`src/rtl/array_14_ctrl.sv`:
```
// Init sequencer and round-robin arbiter for the single-port 4x34 masked array.
// Zeroes the array after reset, then shares RW0 between requesters A and B.
module array_14_ctrl #(
    parameter int DEPTH = 4,
    parameter int AW    = 2,
    parameter int DW    = 34,
    parameter int MW    = 2
) (
    input  logic          clock,
    input  logic          reset_n,
    input  logic          a_valid,
    output logic          a_ready,
    input  logic          a_wmode,
    input  logic [AW-1:0] a_addr,
    input  logic [MW-1:0] a_wmask,
    input  logic [DW-1:0] a_wdata,
    output logic          a_rsp_valid,
    output logic [DW-1:0] a_rsp_data,
    input  logic          b_valid,
    output logic          b_ready,
    input  logic          b_wmode,
    input  logic [AW-1:0] b_addr,
    input  logic [MW-1:0] b_wmask,
    input  logic [DW-1:0] b_wdata,
    output logic          b_rsp_valid,
    output logic [DW-1:0] b_rsp_data,
    output logic          init_done,
    output logic          RW0_en,
    output logic          RW0_wmode,
    output logic [AW-1:0] RW0_addr,
    output logic [MW-1:0] RW0_wmask,
    output logic [DW-1:0] RW0_wdata,
    input  logic [DW-1:0] RW0_rdata
);
    localparam logic [1:0] S_WAIT = 2'd0;
    localparam logic [1:0] S_INIT = 2'd1;
    localparam logic [1:0] S_RUN  = 2'd2;

    logic [1:0]    state_q, state_d;
    logic [AW-1:0] init_cnt_q, init_cnt_d;
    logic          rr_q, rr_d;      // 0: A has priority, 1: B
    logic          pend_q, own_q;   // read response due next cycle, and to whom (1=B)
    logic [DW-1:0] a_hold_q, b_hold_q;
    logic          run, a_fire, b_fire;

    assign run       = (state_q == S_RUN);
    assign init_done = run;
    assign a_ready   = run && a_valid && (!b_valid || !rr_q);
    assign b_ready   = run && b_valid && (!a_valid ||  rr_q);
    assign a_fire    = a_valid && a_ready;
    assign b_fire    = b_valid && b_ready;

    always_comb begin
        state_d    = state_q;
        init_cnt_d = init_cnt_q;
        rr_d       = rr_q;
        case (state_q)
            S_WAIT: state_d = S_INIT;
            S_INIT: begin
                init_cnt_d = init_cnt_q + 1'b1;
                if (init_cnt_q == AW'(DEPTH - 1)) state_d = S_RUN;
            end
            default: begin
                if (a_fire) rr_d = 1'b1;
                if (b_fire) rr_d = 1'b0;
            end
        endcase
    end

    always_comb begin
        RW0_en    = 1'b0;
        RW0_wmode = 1'b0;
        RW0_addr  = '0;
        RW0_wmask = '0;
        RW0_wdata = '0;
        if (state_q == S_INIT) begin
            RW0_en    = 1'b1;
            RW0_wmode = 1'b1;
            RW0_addr  = init_cnt_q;
            RW0_wmask = '1;
        end else if (a_fire) begin
            RW0_en    = 1'b1;
            RW0_wmode = a_wmode;
            RW0_addr  = a_addr;
            RW0_wmask = a_wmask;
            RW0_wdata = a_wdata;
        end else if (b_fire) begin
            RW0_en    = 1'b1;
            RW0_wmode = b_wmode;
            RW0_addr  = b_addr;
            RW0_wmask = b_wmask;
            RW0_wdata = b_wdata;
        end
    end

    // Array read data arrives the cycle after the read, so rsp_data passes it straight through.
    assign a_rsp_valid = pend_q && !own_q;
    assign b_rsp_valid = pend_q &&  own_q;
    assign a_rsp_data  = a_rsp_valid ? RW0_rdata : a_hold_q;
    assign b_rsp_data  = b_rsp_valid ? RW0_rdata : b_hold_q;

    always_ff @(posedge clock or negedge reset_n) begin
        if (!reset_n) begin
            state_q    <= S_WAIT;
            init_cnt_q <= '0;
            rr_q       <= 1'b0;
            pend_q     <= 1'b0;
            own_q      <= 1'b0;
            a_hold_q   <= '0;
            b_hold_q   <= '0;
        end else begin
            state_q    <= state_d;
            init_cnt_q <= init_cnt_d;
            rr_q       <= rr_d;
            pend_q     <= (a_fire && !a_wmode) || (b_fire && !b_wmode);
            own_q      <= b_fire;
            if (a_rsp_valid) a_hold_q <= RW0_rdata;
            if (b_rsp_valid) b_hold_q <= RW0_rdata;
        end
    end
endmodule

```
`config.mk`:
```
export PLATFORM = sky130hd
export DESIGN_NAME = array_14_ctrl
export DESIGN_NICKNAME = d
export VERILOG_FILES = /design/src/rtl/array_14_ctrl.sv
export SDC_FILE = /design/constraint.sdc
export NUM_CORES = 1
export LEC_CHECK = 0
export ABC_AREA = 1
export CORE_MARGIN = 5
export CORE_UTILIZATION = 39
export DETAILED_ROUTE_END_ITERATION = 10
export PLACE_DENSITY = 0.9
export REMOVE_ABC_BUFFERS = 1
export SYNTH_ARGS = -nofsm -noshare
export SYNTH_HDL_FRONTEND = slang
export SYNTH_SLANG_ARGS = --single-unit
```
`constraint.sdc`:
```
create_clock -name clock -period 2.9 [get_ports clock]
set_clock_uncertainty 0.15 [all_clocks]
set_input_delay 0.58 -clock clock [delete_from_list [all_inputs] [get_ports clock]]
set_output_delay 0.58 -clock clock [all_outputs]
set_load 0.05 [all_outputs]
```
# == Word level (Yosys, flattened, before mapping) ==
# Cells that the tools add are included.
# totals
out_inout_bits,113
input_bits,116
elab_cells,59
reg_bits,75
# classes
n_eq_ne,4
bitwise,1
n_reduce_logical,25
add_sub_neg,1
n_mux,21
# ops
operator,n
two-way mux 34 bit,5
two-way mux 2 bit,7
logical AND 1 bit,10
two-way mux 1 bit,8
zero test 1 bit,6
equality test 2 bit (second input constant),2
one-hot mux 2 bit (2 select lines),1
AND reduction 2 bit,2
nonzero test 2 bit,2
logical OR 1 bit,3
adder 2 x 1 -> 2 bit (second input constant),1
equality test 2 x 1 -> 1 bit (second input constant),1
zero test 2 bit,1
inequality test 2 bit (second input constant),1
OR reduction 2 bit,1
inverter 1 bit,1

# == Longest topological paths before layout ==
# Gate-level depths: netlist of the first run.
# depth
ltp_word,7
depth_mapped,7
ltp_nobuf,5

# == Least setup slack after synthesis of the first run ==
# No wires, ideal clock.
# synth_path
path_kind,register to output
from,register own_q
to,output a_rsp_data[10]
required_ns,2.170
t_arrival_ns,2.001
setup_slack_ns,0.169
stages_incl_launch_ff,5
n_path_buf,2
cell_sequence,dfrtp_1 or2_1 buf_6 clkbuf_1 o21ai_0
# synth_between
elab_chain_cells,3
# synth_lines
item,line_no,text
"start, declared",42,"logic pend_q, own_q;"
"start signal, assigned",116,own_q <= b_fire;
zero test 1 bit,97,assign a_rsp_valid = pend_q && !own_q;
logical AND 1 bit,97,
two-way mux 34 bit,n/a,
"end, declared",18,"output logic [DW-1:0] a_rsp_data,"
# Every way passes these cells.

# == Final worst setup path of the first run ==
# layout_path
from,input b_valid
to,output RW0_wdata[2]
# layout_between
elab_chain_cells,6
elab_cells_between_ends,10
classes_between,mux: 3; reduce/logical: 7
# layout_lines
item,line_no,text
"start, declared",19,"input logic b_valid,"
logical AND 1 bit or zero test 1 bit (tied branches),"49, 48",
logical AND 1 bit or logical OR 1 bit (tied branches),"49, 48",
logical AND 1 bit (on tied branches),"51, 48",
two-way mux 34 bit or logical AND 1 bit (tied branches),"87, 50",
two-way mux 34 bit (*),81,end else if (a_fire) begin
two-way mux 34 bit (*),76,if (state_q == S_INIT) begin
"end, declared",32,"output logic [DW-1:0] RW0_wdata,"
# Every way passes the cells marked *; elsewhere a longest branch is shown, timed or not.

==> impl_summary.log, run 1 <==
[metrics] critical path fanouts, max: 35
[metrics] number of input and output port buffers inserted: 228
[metrics] number of H-tree levels: 3
[metrics] part of the power in registers: 23.9%
[metrics] clock buffers created by TritonCTS: 9
[metrics] unrepaired setup endpoints after global routing: false
[metrics] warning count from the yosys run: 0
[metrics] Critical Setup Path Class: in -> out
[metrics] Tightest Hold Check Type: in -> async
[metrics] Final Slew Violations: 0
[metrics] start point of the critical path: b_valid
[metrics] power per unit of standard cell area: 848 mW/mm^2
[metrics] shortest clock period the worst path allows after layout: 2.82 ns
[metrics] worst setup slack for register-to-register paths: 1.09 ns
[metrics] Initial Util: 39.6%
[metrics] Ports: 229
[metrics] area grow syn2layout: 105%
[metrics] CP Data Required Time: 2.17 ns
[metrics] Critical Path End Type: primary output
[metrics] Max VDD drop: 0.000391 V
[metrics] iteration count of the initial detailed-routing pass: 4
[metrics] CTS sink count: 75
[metrics] post-route antenna net violation count: 0
[metrics] average routed wire per standard cell: 18.0 um
[metrics] total area of multi-input combinational cells: 0.00122 mm^2
[metrics] Relative slew margins: 39.0%
[metrics] post-detailed-placement cell area: 0.00673 mm^2
[metrics] count of different cell masters after synthesis: 22
[metrics] grt ovf: 0
[metrics] Clk pin slew, worst setup/hold paths: 0.08 ns
[metrics] largest net degree at the start of global routing: 76
[metrics] internal cell power: 3.35 mW
[metrics] run status: complete, no violations
[metrics] worst setup path endpoint: RW0_wdata[2]
[metrics] final-report setup violation count: 0
[metrics] area taken by flip-flops and latches: 0.00188 mm^2
[metrics] endpoint arrival time on the critical path: 2.09 ns
[metrics] Synth Area in Adders: 0.368%
[metrics] placer's final routability congestion estimate: 0.865
[metrics] highest clock frequency the design can meet: 0.354 GHz
[metrics] final non-filler cell area: 0.00697 mm^2
[metrics] startpoint kind of the worst setup timing path: input pin
[metrics] Clk pwr share: 14.9%
[metrics] Final period util: 97.4%
[metrics] worst r2r src: own_q$_DFF_PN0_
[metrics] Avg Vias per Cell: 4.90
[metrics] max-cap check violation count: 0
[metrics] capture point of the worst reg-to-reg path: a_hold_q[4]$_DFF_PN0_
[metrics] mux share of post-synthesis cell area: 0%
[metrics] Static Leakage: 3.42 nW
[metrics] Inst Count DP: 741
[metrics] number of design rule violations left after detail routing: 0
[metrics] via total after detailed routing: 3735
[metrics] syn_area_per_cell: 8.11 um^2
[metrics] global-route wire length before repair: 20.4 mm
[metrics] library cell used as clock root buffer: clkbuf_8
[metrics] # nets final: 761
[metrics] number of instances in the synthesized netlist: 420
[metrics] row count: 34
[metrics] Switching Share: 43.2%
[metrics] die height: 103 um
[metrics] Final Hold Violating Endpoints: 0
[metrics] die boundary width: 103 um
[metrics] combinational family with the most area after synthesis: simple AND/OR/NAND/NOR gates
[metrics] final instance count without filler cells: 762
[metrics] number of fill cells: 464
[metrics] reg2reg path depth: 3
[metrics] ratio of cells with drive above 1 in the final layout: 22.3%
[metrics] global router's overall resource usage: 25.5%
[metrics] detailed router's first-iteration violation count: 88
[metrics] DP HPWL: 11.3 mm
[metrics] floorplan die area: 0.0107 mm^2
[metrics] Core Footprint: 0.00859 mm^2
[metrics] power spent charging and discharging nets: 2.56 mW
[metrics] combined area of all synthesized cells: 0.00340 mm^2
[metrics] fraction of the mapped netlist area in simple logic gates: 23.6%
[metrics] vias in the first global route: 4114
[metrics] part of the total power dissipated in combinational logic: 61.2%
[metrics] buffers from clock root to sink, at most: 2
[metrics] initial antenna violation count: 2
[metrics] FF+latch count, synth: 75
[metrics] XOR/XNOR share of the synthesized area: 0.257%
[metrics] total wire length: 13.7 mm
[metrics] proportion of synthesized chip area in sequential cells: 55.1%
[metrics] clock latency reported for the late side of the worst-skew pair: 0.34 ns
[metrics] clock tree from TritonCTS: done
[metrics] Tightest Pin Transition: 0.915 ns
[metrics] complex-gate fraction of the synthesized area: 11.5%
[state kept, by name, indices dropped and copies added, names as in the netlist]
signal / cells
rr_q: 1
init_cnt_q: 2
own_q: 1
b_hold_q: 34
pend_q: 1
state_q: 2
a_hold_q: 34
[cell type report]
cell class | count | share of cell area (%)
repair buffers | 235 | 48.0
well taps | 108 | 1.94
diodes | 5 | 0.180
flip-flops and latches | 75 | 26.9
clock buffers | 9 | 1.78
inverters | 43 | 2.32
clock inverters | 7 | 1.42
multi-input cells | 280 | 17.5
[routing by layer]
layer  track usage [%]  up-vias  share of wire [%]
met2              47.0      184                 55
met3              7.31       45                8.0
met1              24.8     1756                 32
met5                 0        -                  0
li1                  -     1750                  -
met4              15.6        0                5.8
[through the flow]
stage	hold slack (ns)	worst slack [ns]	total power [mW]	TNS (ns)	util, %
floorplan	0.134	-0.358	3.13	-22.06	-
global route	0.281	0.00107	6.15	0	81.0
finish	0.202	0.0762	5.91	0	81.1
global placement	0.301	0.149	4.97	0	78.3
CTS	0.233	0.0367	5.96	0	80.9
detailed placement	0.312	0.108	5.07	0	78.3
[power groups by stage]
stage	clock (mW)	sequential, mW	combinational [mW]
floorplan	0	1.41	1.72
global placement	0	1.42	3.55
detailed placement	0	1.43	3.63
CTS	0.899	1.42	3.64
global route	0.947	1.44	3.76
finish	0.880	1.42	3.62
[synthesized netlist by cell type]
master | instances | area [um^2]
buf_4 | 3 | 22.5
clkbuf_1 | 7 | 26.3
nor2_1 | 3 | 11.3
o21ai_2 | 5 | 43.8
nand2_2 | 1 | 6.26
nand3b_1 | 1 | 7.51
clkbuf_2 | 1 | 5.00
nand2_1 | 189 | 709
a21oi_1 | 2 | 10.0
inv_1 | 42 | 158
clkinv_1 | 1 | 3.75
xor2_1 | 1 | 8.76
or2_1 | 1 | 6.26
nand3_1 | 10 | 50.1
buf_2 | 4 | 20.0
o21ai_0 | 59 | 295
o21ai_1 | 5 | 25.0
a21oi_4 | 1 | 16.3
buf_6 | 7 | 78.8
nor2_4 | 1 | 11.3
dfrtp_1 | 75 | 1880
ha_1 | 1 | 12.5
[kinds of logic after synthesis]
| logic type | count (synthesis) |
|---|---|
| XOR/XNOR | 1 |
| AO/OA/AOI/OAI | 72 |
| AND/OR/NAND/NOR | 206 |
| flip-flops | 75 |
| buffers and inverters | 65 |
| adder cells (fa/ha/maj) | 1 |
[critical path, cell delays in order]
cell             delay [ns]
clkdlybuf4s50_1        0.42
nand2_1                0.17
nand2_1                0.13
nor2_4                 0.17
buf_12                 0.21
nand2_1                0.08
nand2_1                0.15
buf_12                 0.16
[timing repair]
action	in CTS	in global routing
gates resized for setup	0	3
setup buffers	0	0
hold buffers	0	0
endpoints found under the setup margin	0	3
[cells in the final DEF (no fill, tap or decap)]
cell type / n
nand3b_1: 1
nand2_2: 2
nor2_4: 1
ha_1: 1
buf_12: 103
nand3_1: 10
o21ai_2: 5
bufinv_16: 2
inv_6: 2
clkinv_2: 1
nand2_1: 188
clkdlybuf4s50_1: 116
clkbuf_8: 9
xor2_1: 1
clkinv_1: 1
clkinvlp_4: 1
or2_2: 1
buf_4: 16
inv_1: 42
a21oi_1: 2
clkinv_4: 1
diode_2: 5
o21ai_0: 56
dfrtp_1: 75
o21ai_1: 8
a21oi_4: 1
nor2_1: 3
[worst min-delay path by stage]
stage	from	to	slack (ns)	depth (start not counted)
finish	reset_n	b_hold_q[3]$_DFF_PN0_	0.20	1
global route	reset_n	a_hold_q[28]$_DFF_PN0_	0.28	1
CTS	reset_n	a_hold_q[28]$_DFF_PN0_	0.23	1
detailed placement	a_hold_q[33]$_DFF_PN0_	a_hold_q[33]$_DFF_PN0_	0.31	2
global placement	state_q[0]$_DFFE_PN0P_	state_q[1]$_DFFE_PN0P_	0.30	2
floorplan	reset_n	a_hold_q[0]$_DFF_PN0_	0.13	0
Power figures use the tool's default switching activity.
==> run 2: changes to the inputs <==
--- a/config.mk
+++ b/config.mk
@@ -9,6 +9,7 @@
 export CORE_MARGIN = 5
 export CORE_UTILIZATION = 39
 export DETAILED_ROUTE_END_ITERATION = 10
+export GPL_TIMING_DRIVEN = 0
 export PLACE_DENSITY = 0.9
 export REMOVE_ABC_BUFFERS = 1
 export SYNTH_ARGS = -nofsm -noshare
==> run 2 against run 1 <==
Effect of this change: hold slack improved by 0.012 ns; clock power is 8.6% lower; count of clock-buffer cells in the layout increased by 1; sequential share of layout area rose by 5.3 points; setup slack got worse by 0.030 ns; flip-flop and latch count is the same; non-clock buffer count increased by 5; power down 19%; fmax shrank 1.0%; core utilization down 13 points; cell count is 0.92% higher; routed wire length shrank 5.9%.
==> impl_summary.log, run 2 (synthesis results as in run 1) <==
[metrics] run status: complete, no violations
[metrics] final-report setup violation count: 0
[metrics] shortest clock period the worst path allows after layout: 2.85 ns
[metrics] vias in the first global route: 3969
[metrics] Initial Util: 39.6%
[metrics] via total after detailed routing: 3689
[metrics] number of design rule violations left after detail routing: 0
[metrics] ratio of cells with drive above 1 in the final layout: 16.1%
[metrics] clock buffers created by TritonCTS: 9
[metrics] area taken by flip-flops and latches: 0.00188 mm^2
[metrics] clock latency reported for the late side of the worst-skew pair: 0.34 ns
[metrics] max-cap check violation count: 0
[metrics] die height: 103 um
[metrics] library cell used as clock root buffer: clkbuf_8
[metrics] global router's overall resource usage: 23.6%
[metrics] length of routed wiring on met1: 4.27 mm
[metrics] met3 layer wire length in the routed design: 1.07 mm
[metrics] endpoint arrival time on the critical path: 2.12 ns
[metrics] most used cells in the layout excluding fill and tap cells: 184 x nand2_1, 115 x clkdlybuf4s50_1, 75 x dfrtp_1
[metrics] Setup TNS: 0 ns
[metrics] number of fill cells: 693
[metrics] initial antenna violation count: 0
[metrics] detailed router's first-iteration violation count: 95
[metrics] most frequent standard cell in the layout excluding fill and tap cells: nand2_1
[metrics] Max VDD drop: 0.000310 V
[metrics] number of H-tree levels: 3
[metrics] power per unit of standard cell area: 817 mW/mm^2
[metrics] highest clock frequency the design can meet: 0.350 GHz
[metrics] startpoint kind of the worst setup timing path: input pin
[metrics] total wire length: 12.9 mm
[metrics] Inst Count DP: 736
[metrics] Static Leakage: 3.08 nW
[metrics] clock tree from TritonCTS: done
[metrics] Ports: 229
[metrics] final instance count without filler cells: 769
[metrics] area grow syn2layout: 71.1%
[metrics] largest registers: a_hold_q x34, b_hold_q x34
[metrics] global-route wire length before repair: 19.3 mm
[metrics] die boundary width: 103 um
[metrics] largest net degree at the start of global routing: 76
[metrics] Pwr Total: 4.76 mW
[metrics] Clk pin slew, worst setup/hold paths: 0.08 ns
[metrics] Critical Path End Type: primary output
[metrics] Worst Hold Margin: 0.214 ns
[metrics] floorplan die area: 0.0107 mm^2
[metrics] post-route antenna net violation count: 0
[metrics] total area of multi-input combinational cells: 0.00129 mm^2
[metrics] worst r2r src: state_q[0]$_DFFE_PN0P_
[metrics] DP HPWL: 9.65 mm
[metrics] Final Hold Violating Endpoints: 0
[metrics] detailed-routed wire length on met2: 7.05 mm
[metrics] Tightest Hold Check Type: in -> async
[metrics] Tightest Pin Transition: 0.956 ns
[metrics] CP Data Required Time: 2.17 ns
[metrics] Core Footprint: 0.00859 mm^2
[metrics] # nets final: 771
[metrics] uppermost metal layer occupied by signal nets: met4
[metrics] worst setup slack for register-to-register paths: 1.33 ns
[metrics] Post-Route Utilization: 67.8%
[metrics] number of input and output port buffers inserted: 228
[metrics] Avg Vias per Cell: 4.80
[metrics] CTS sink count: 75
[metrics] reg2reg path depth: 5
[metrics] placer's final routability congestion estimate: 0.892
[metrics] Final Slew Violations: 0
[metrics] average routed wire per standard cell: 16.8 um
[metrics] critical path fanouts, max: 11
[metrics] buffers from clock root to sink, at most: 2
[metrics] grt ovf: 0
[metrics] row count: 34
[metrics] Final period util: 98.4%
[metrics] capture point of the worst reg-to-reg path: pend_q$_DFF_PN0_
[metrics] iteration count of the initial detailed-routing pass: 4
[metrics] Critical Setup Path Class: in -> out
[metrics] Relative slew margins: 36.3%
-- run 2: layout make-up --
type | count | share of cell area [%]
flip-flops and latches | 75 | 32.2
multi-input cells | 285 | 22.2
clock inverters | 6 | 1.22
repair buffers | 240 | 37.0
diodes | 2 | 0.0859
clock buffers | 10 | 2.19
inverters | 43 | 2.77
well taps | 108 | 2.32
-- run 2: worst max-delay path by stage --
stage / from / endpoint / slack (ns) / depth (start not counted)
3_3_place_gp: reset_n / b_hold_q[9]$_DFF_PN0_ / -1.31 / 1
5_1_grt: b_valid / RW0_wdata[21] / -0.01 / 8
3_5_place_dp: b_valid / RW0_wdata[23] / -0.98 / 7
2_1_floorplan: pend_q$_DFF_PN0_ / b_rsp_data[0] / -0.36 / 2
6_report: b_valid / RW0_wdata[23] / 0.05 / 8
4_1_cts: b_valid / RW0_en / -0.01 / 7
-- run 2: what timing repair did --
item                       in CTS  in global routing
resized for setup             306                 29
buffers inserted               10                  0
pin swaps                       5                  0
setup endpoints to repair     109                 33
hold buffers                    0                  0
gates cloned                    5                  0
-- run 2: power by group --
group	internal [mW]	switching, mW
clock	0.407	0.397
sequential	1.33	0.0810
combinational	0.667	1.88
total	2.40	2.36
-- run 2: metrics by stage --
| step | area, um^2 | setup WS [ns] |
|---|---|---|
| 6_report | 5830 | 0.0462 |
| 5_1_grt | 5820 | -0.0146 |
| 3_5_place_dp | 5710 | -0.983 |
| 2_1_floorplan | 3250 | -0.358 |
| 4_1_cts | 5880 | -0.0113 |
| 3_3_place_gp | 5670 | -1.31 |
-- run 2: critical path, cell delays in order --
cell	delay [ns]
clkdlybuf4s50_1	0.46
nand2_2	0.21
nand2_4	0.15
nor2_4	0.15
buf_12	0.14
nand2_1	0.11
nand2_1	0.09
clkbuf_4	0.23
-- run 2: layer usage --
| metal | up-vias | GRT usage [%] |
|---|---|---|
| li1 | 1773 | - |
| met1 | 1724 | 23.0 |
| met2 | 161 | 45.1 |
| met3 | 31 | 5.77 |
| met4 | 0 | 12.6 |
| met5 | - | 0 |
==> patch 1: new RTL, flow settings as in run 1 <==
The parameter `MW` goes from 2 to 1.
--- a/src/rtl/array_14_ctrl.sv
+++ b/src/rtl/array_14_ctrl.sv
@@ -4,7 +4,7 @@
     parameter int DEPTH = 4,
     parameter int AW    = 2,
     parameter int DW    = 34,
-    parameter int MW    = 2
+    parameter int MW    = 1
 ) (
     input  logic          clock,
     input  logic          reset_n,
Ports: changed (resized RW0_wmask, a_wmask and b_wmask); port bits go from 229 to 226. No check against the original RTL was run, so the function may have changed too.
==> patch 1 against run 1 <==
Setup slack gained 0.022 ns. Register-to-register slack barely moved. Sequential cell count is the same. Power rose by 2.9%. Final cell count shrank 0.92%. Via count increased by 0.64%. Synthesized cell count is 0.71% lower. Area after synthesis decreased by 0.92%. Design area rose by 0.20%. Largest power group unchanged. Maximum frequency is 0.80% higher. Routed wire length up 0.84%.
==> patch 1: results (changes against run 1) <==
[place]
gp_congestion=0.9009  ; +4.2%
preCtsSetupSlack_ns=0.06300  ; -0.04481 ns
io_buffers=225  ; -1.3%
dp_cells=734  ; -0.94%
placed_area_um2=6696  ; -0.54%
dp_hpwl_mm=11.14  ; -1.0%

[sta]
period_share_pct=96.60  ; -0.77 points
hold-worst-slack_ns=0.2224  ; +0.02007 ns
maxSlewHeadroom_pct=38.27  ; -0.71 points

[synthesis]
synth_commonest_cells=188 x nand2_1, 75 x dfrtp_1, 59 x o21ai_0, 43 x inv_1, 8 x nand3_1
synth_xor_area_share_pct=0.2596  ; +0.0024 points
synthAdderAreaFrac_pct=0.3709  ; +0.0034 points
netlist_top_cells_area=dfrtp_1 56%, nand2_1 21%, o21ai_0 8.8%, inv_1 4.8%, buf_4 1.3%
seq_area_frac_synth_pct=55.64  ; +0.51 points
synth_compound_area_share_pct=11.57  ; +0.11 points
postSynthCellCount=417  ; -0.71%

[routing]
initialDrtViolationCount=145  ; +65%
drt-vias-per-instance=4.979  ; +1.6%

[layout]
nFillCells=444  ; -4.3%
multi_input_area_um2=1205  ; -0.93%
layoutNonFillerInstCount=755  ; -0.92%
comb.multi_input.count=277  ; -1.1%
clkCellAreaFrac_pct=3.871  ; +0.67 points
signal_buffers=231  ; -1.7%
finalNetCount=752  ; -1.2%

[setup_path]
crit_end=init_done
reg2reg_to=a_hold_q[10]
slowest_delay_ns=0.88  ; +0.46 ns

[global_route]
grt_pass1_vias=4053  ; -1.5%

[status]
status=finished, final reports clean

[patch 1: cell count changes after synthesis, sizes merged]
| cell | run 1 | this run |
|---|---|---|
| clkinv | 1 | 0 |
| inv | 42 | 43 |
| nand3 | 10 | 8 |
| nand2 | 190 | 189 |
[patch 1: power groups by stage]
stage | Combinational [W] | Clock [W] | Sequential, W
final | 0.00360 | 0.00107 | 0.00142
after floorplan | 0.00171 | 0 | 0.00141
after global placement | 0.00354 | 0 | 0.00142
after detailed placement | 0.00361 | 0 | 0.00144
after CTS | 0.00362 | 0.00109 | 0.00142
after global routing | 0.00375 | 0.00113 | 0.00144
[patch 1: metal layers]
metal  routed length, µm  global-route usage [%]  part of all wire, %  vias to the layer above
met5                   0                       0                    0                        -
met4                 902                   19.52                  6.5                        0
met3                1202                   7.984                  8.7                       53
met2                7392                   46.28                   53                      220
met1                4328                   26.02                   31                     1758
li1                    -                       -                    -                     1728
==> patch 2: new RTL, flow settings as in run 1 <==
Made on the original files. Register the input `a_wmode` before use, with the module's reset. The logic sees it one clock later. The other inputs are not delayed to match.
--- a/src/rtl/array_14_ctrl.sv
+++ b/src/rtl/array_14_ctrl.sv
@@ -35,6 +35,16 @@
     localparam logic [1:0] S_WAIT = 2'd0;
     localparam logic [1:0] S_INIT = 2'd1;
     localparam logic [1:0] S_RUN  = 2'd2;
+
+    logic a_wmode_q;
+
+    always_ff @(posedge clock or negedge reset_n) begin
+        if (!reset_n) begin
+            a_wmode_q <= '0;
+        end else begin
+            a_wmode_q <= a_wmode;
+        end
+    end
 
     logic [1:0]    state_q, state_d;
     logic [AW-1:0] init_cnt_q, init_cnt_d;
@@ -80,7 +90,7 @@
             RW0_wmask = '1;
         end else if (a_fire) begin
             RW0_en    = 1'b1;
-            RW0_wmode = a_wmode;
+            RW0_wmode = a_wmode_q;
             RW0_addr  = a_addr;
             RW0_wmask = a_wmask;
             RW0_wdata = a_wdata;
@@ -112,7 +122,7 @@
             state_q    <= state_d;
             init_cnt_q <= init_cnt_d;
             rr_q       <= rr_d;
-            pend_q     <= (a_fire && !a_wmode) || (b_fire && !b_wmode);
+            pend_q     <= (a_fire && !a_wmode_q) || (b_fire && !b_wmode);
             own_q      <= b_fire;
             if (a_rsp_valid) a_hold_q <= RW0_rdata;
             if (b_rsp_valid) b_hold_q <= RW0_rdata;
Check against the original RTL: not equivalent (Yosys sat finds a counterexample within 10 cycles, from zero or initial values and one cycle with reset_n low).
==> patch 2 against run 1 <==
Via count grew 1.5%. Setup slack gained 0.014 ns. Design area grew 0.16%. Routed wire length grew 1.9%. Area after synthesis grew 0.74%. Sequential cell count grew 1. Power shrank 0.53%. Critical path type unchanged. Highest routed layer unchanged.
==> patch 2: results (changes against run 1) <==
[synthesis]
syn_avg_cell_area_um2=8.146  ; +0.50%
synth_compound_area_share_pct=11.38  ; -0.084 points
seq_area_frac_synth_pct=55.45  ; +0.33 points
synthFlopType=dfrtp_1
postSynth.asyncResetShare_pct=100.0  ; unchanged
synth_xor_area_share_pct=0.2554  ; -0.0019 points
synth_mux_area_share_pct=0  ; unchanged
netlist_top_cells_area=dfrtp_1 55%, nand2_1 21%, o21ai_0 8.6%, inv_1 4.6%, buf_6 2.3%
synthAdderAreaFrac_pct=0.3648  ; -0.0027 points
synth_commonest_cells=189 x nand2_1, 76 x dfrtp_1, 59 x o21ai_0, 42 x inv_1, 10 x nand3_1

[layout]
drive_above_1_share_pct=22.27  ; -0.069 points
largestRegisters=a_hold_q x34, b_hold_q x34
layoutNonFillerInstCount=761  ; -0.13%

[routing]
initialDrtViolationCount=199  ; +130%
wl_per_cell_um=18.35  ; +2.0%
drt_pass1_iterations=4  ; unchanged
vias=3791  ; +1.5%

[place]
preCtsSetupSlack_ns=0.1006  ; -0.007246 ns
dp_cells=744  ; +0.40%
placed_area_um2=6773  ; +0.59%
gp_congestion=0.9232  ; +6.7%
dp_hpwl_mm=11.49  ; +2.1%

[clock_tree]
cts_resized=0  ; unchanged
insertion_delay_ns=0.33
holdBufCountCts=0  ; unchanged
numCtsBuffers=9  ; unchanged
cts-root-buf=clkbuf_8
clkTransAtPathRegs_ns=0.08  ; about the same

[setup_path]
cp_max_fo=18  ; -49%
worst-r2r-cell-count=3  ; unchanged
reg2reg_to=a_hold_q[5]
timing.rr.start=own_q
r2r_setup_slack_ns=1.14  ; +0.05 ns
slowest_delay_ns=0.43
critPathTopFamily=buffers and inverters

[power_and_ir_drop]
p_sw_share_pct=43.23  ; about the same
pwr-share-clk_pct=13.7  ; -1.2 points
ir_worst_vdd_mv=0.4485  ; +15%
pg_clk_w=0.000804  ; -8.6%
leakage_nw=3.424  ; +0.24%
p_seq_w=0.00143

[sta]
worst_pin_slew_ns=0.9104  ; -0.004865 ns
hold_violations=0  ; unchanged
tns_ns=0  ; unchanged
hold-worst-slack_ns=0.2407  ; +0.03841 ns

[global_route]
grt_max_degree=77  ; +1.3%
track_usage_pct=25.69  ; +0.18 points
grt_pass1_vias=4217  ; +2.5%
grt_pass1_wl_mm=21.88  ; +7.4%

[status]
status=finished, final reports clean

[worst_hold_path]
min_path_type=in -> async

-- patch 2: cell type report --
class                      instances  area [µm²]
tap                              108       135.1
clock inverter                     3       46.29
timing repair buffer             237        3358
sequential                        76        1902
multi-input combinational        280        1216
antenna                            2       5.005
inverter                          43       161.4
clock buffer                      12       155.1
fill                             462        1657
-- patch 2: how the worst max path moves through the flow --
stage                     cells past startpoint            end  slack, ns    start
after CTS                                     8   RW0_wdata[1]       0.09  b_valid
final                                         8   RW0_wdata[1]       0.09  b_valid
after floorplan                               2  b_rsp_data[0]      -0.36   pend_q
after global routing                          8   RW0_wdata[1]       0.04  b_valid
after global placement                        8  RW0_wdata[12]       0.22  b_valid
after detailed placement                      8   RW0_wdata[1]       0.10  b_valid
-- patch 2: layer usage --
metal,GRT usage (%),share of wire [%],vias to the layer above
li1,-,-,1756
met1,24.11,32,1792
met2,47.22,55,196
met3,9.204,8.3,47
met4,15.08,5.0,0
met5,0,0,-
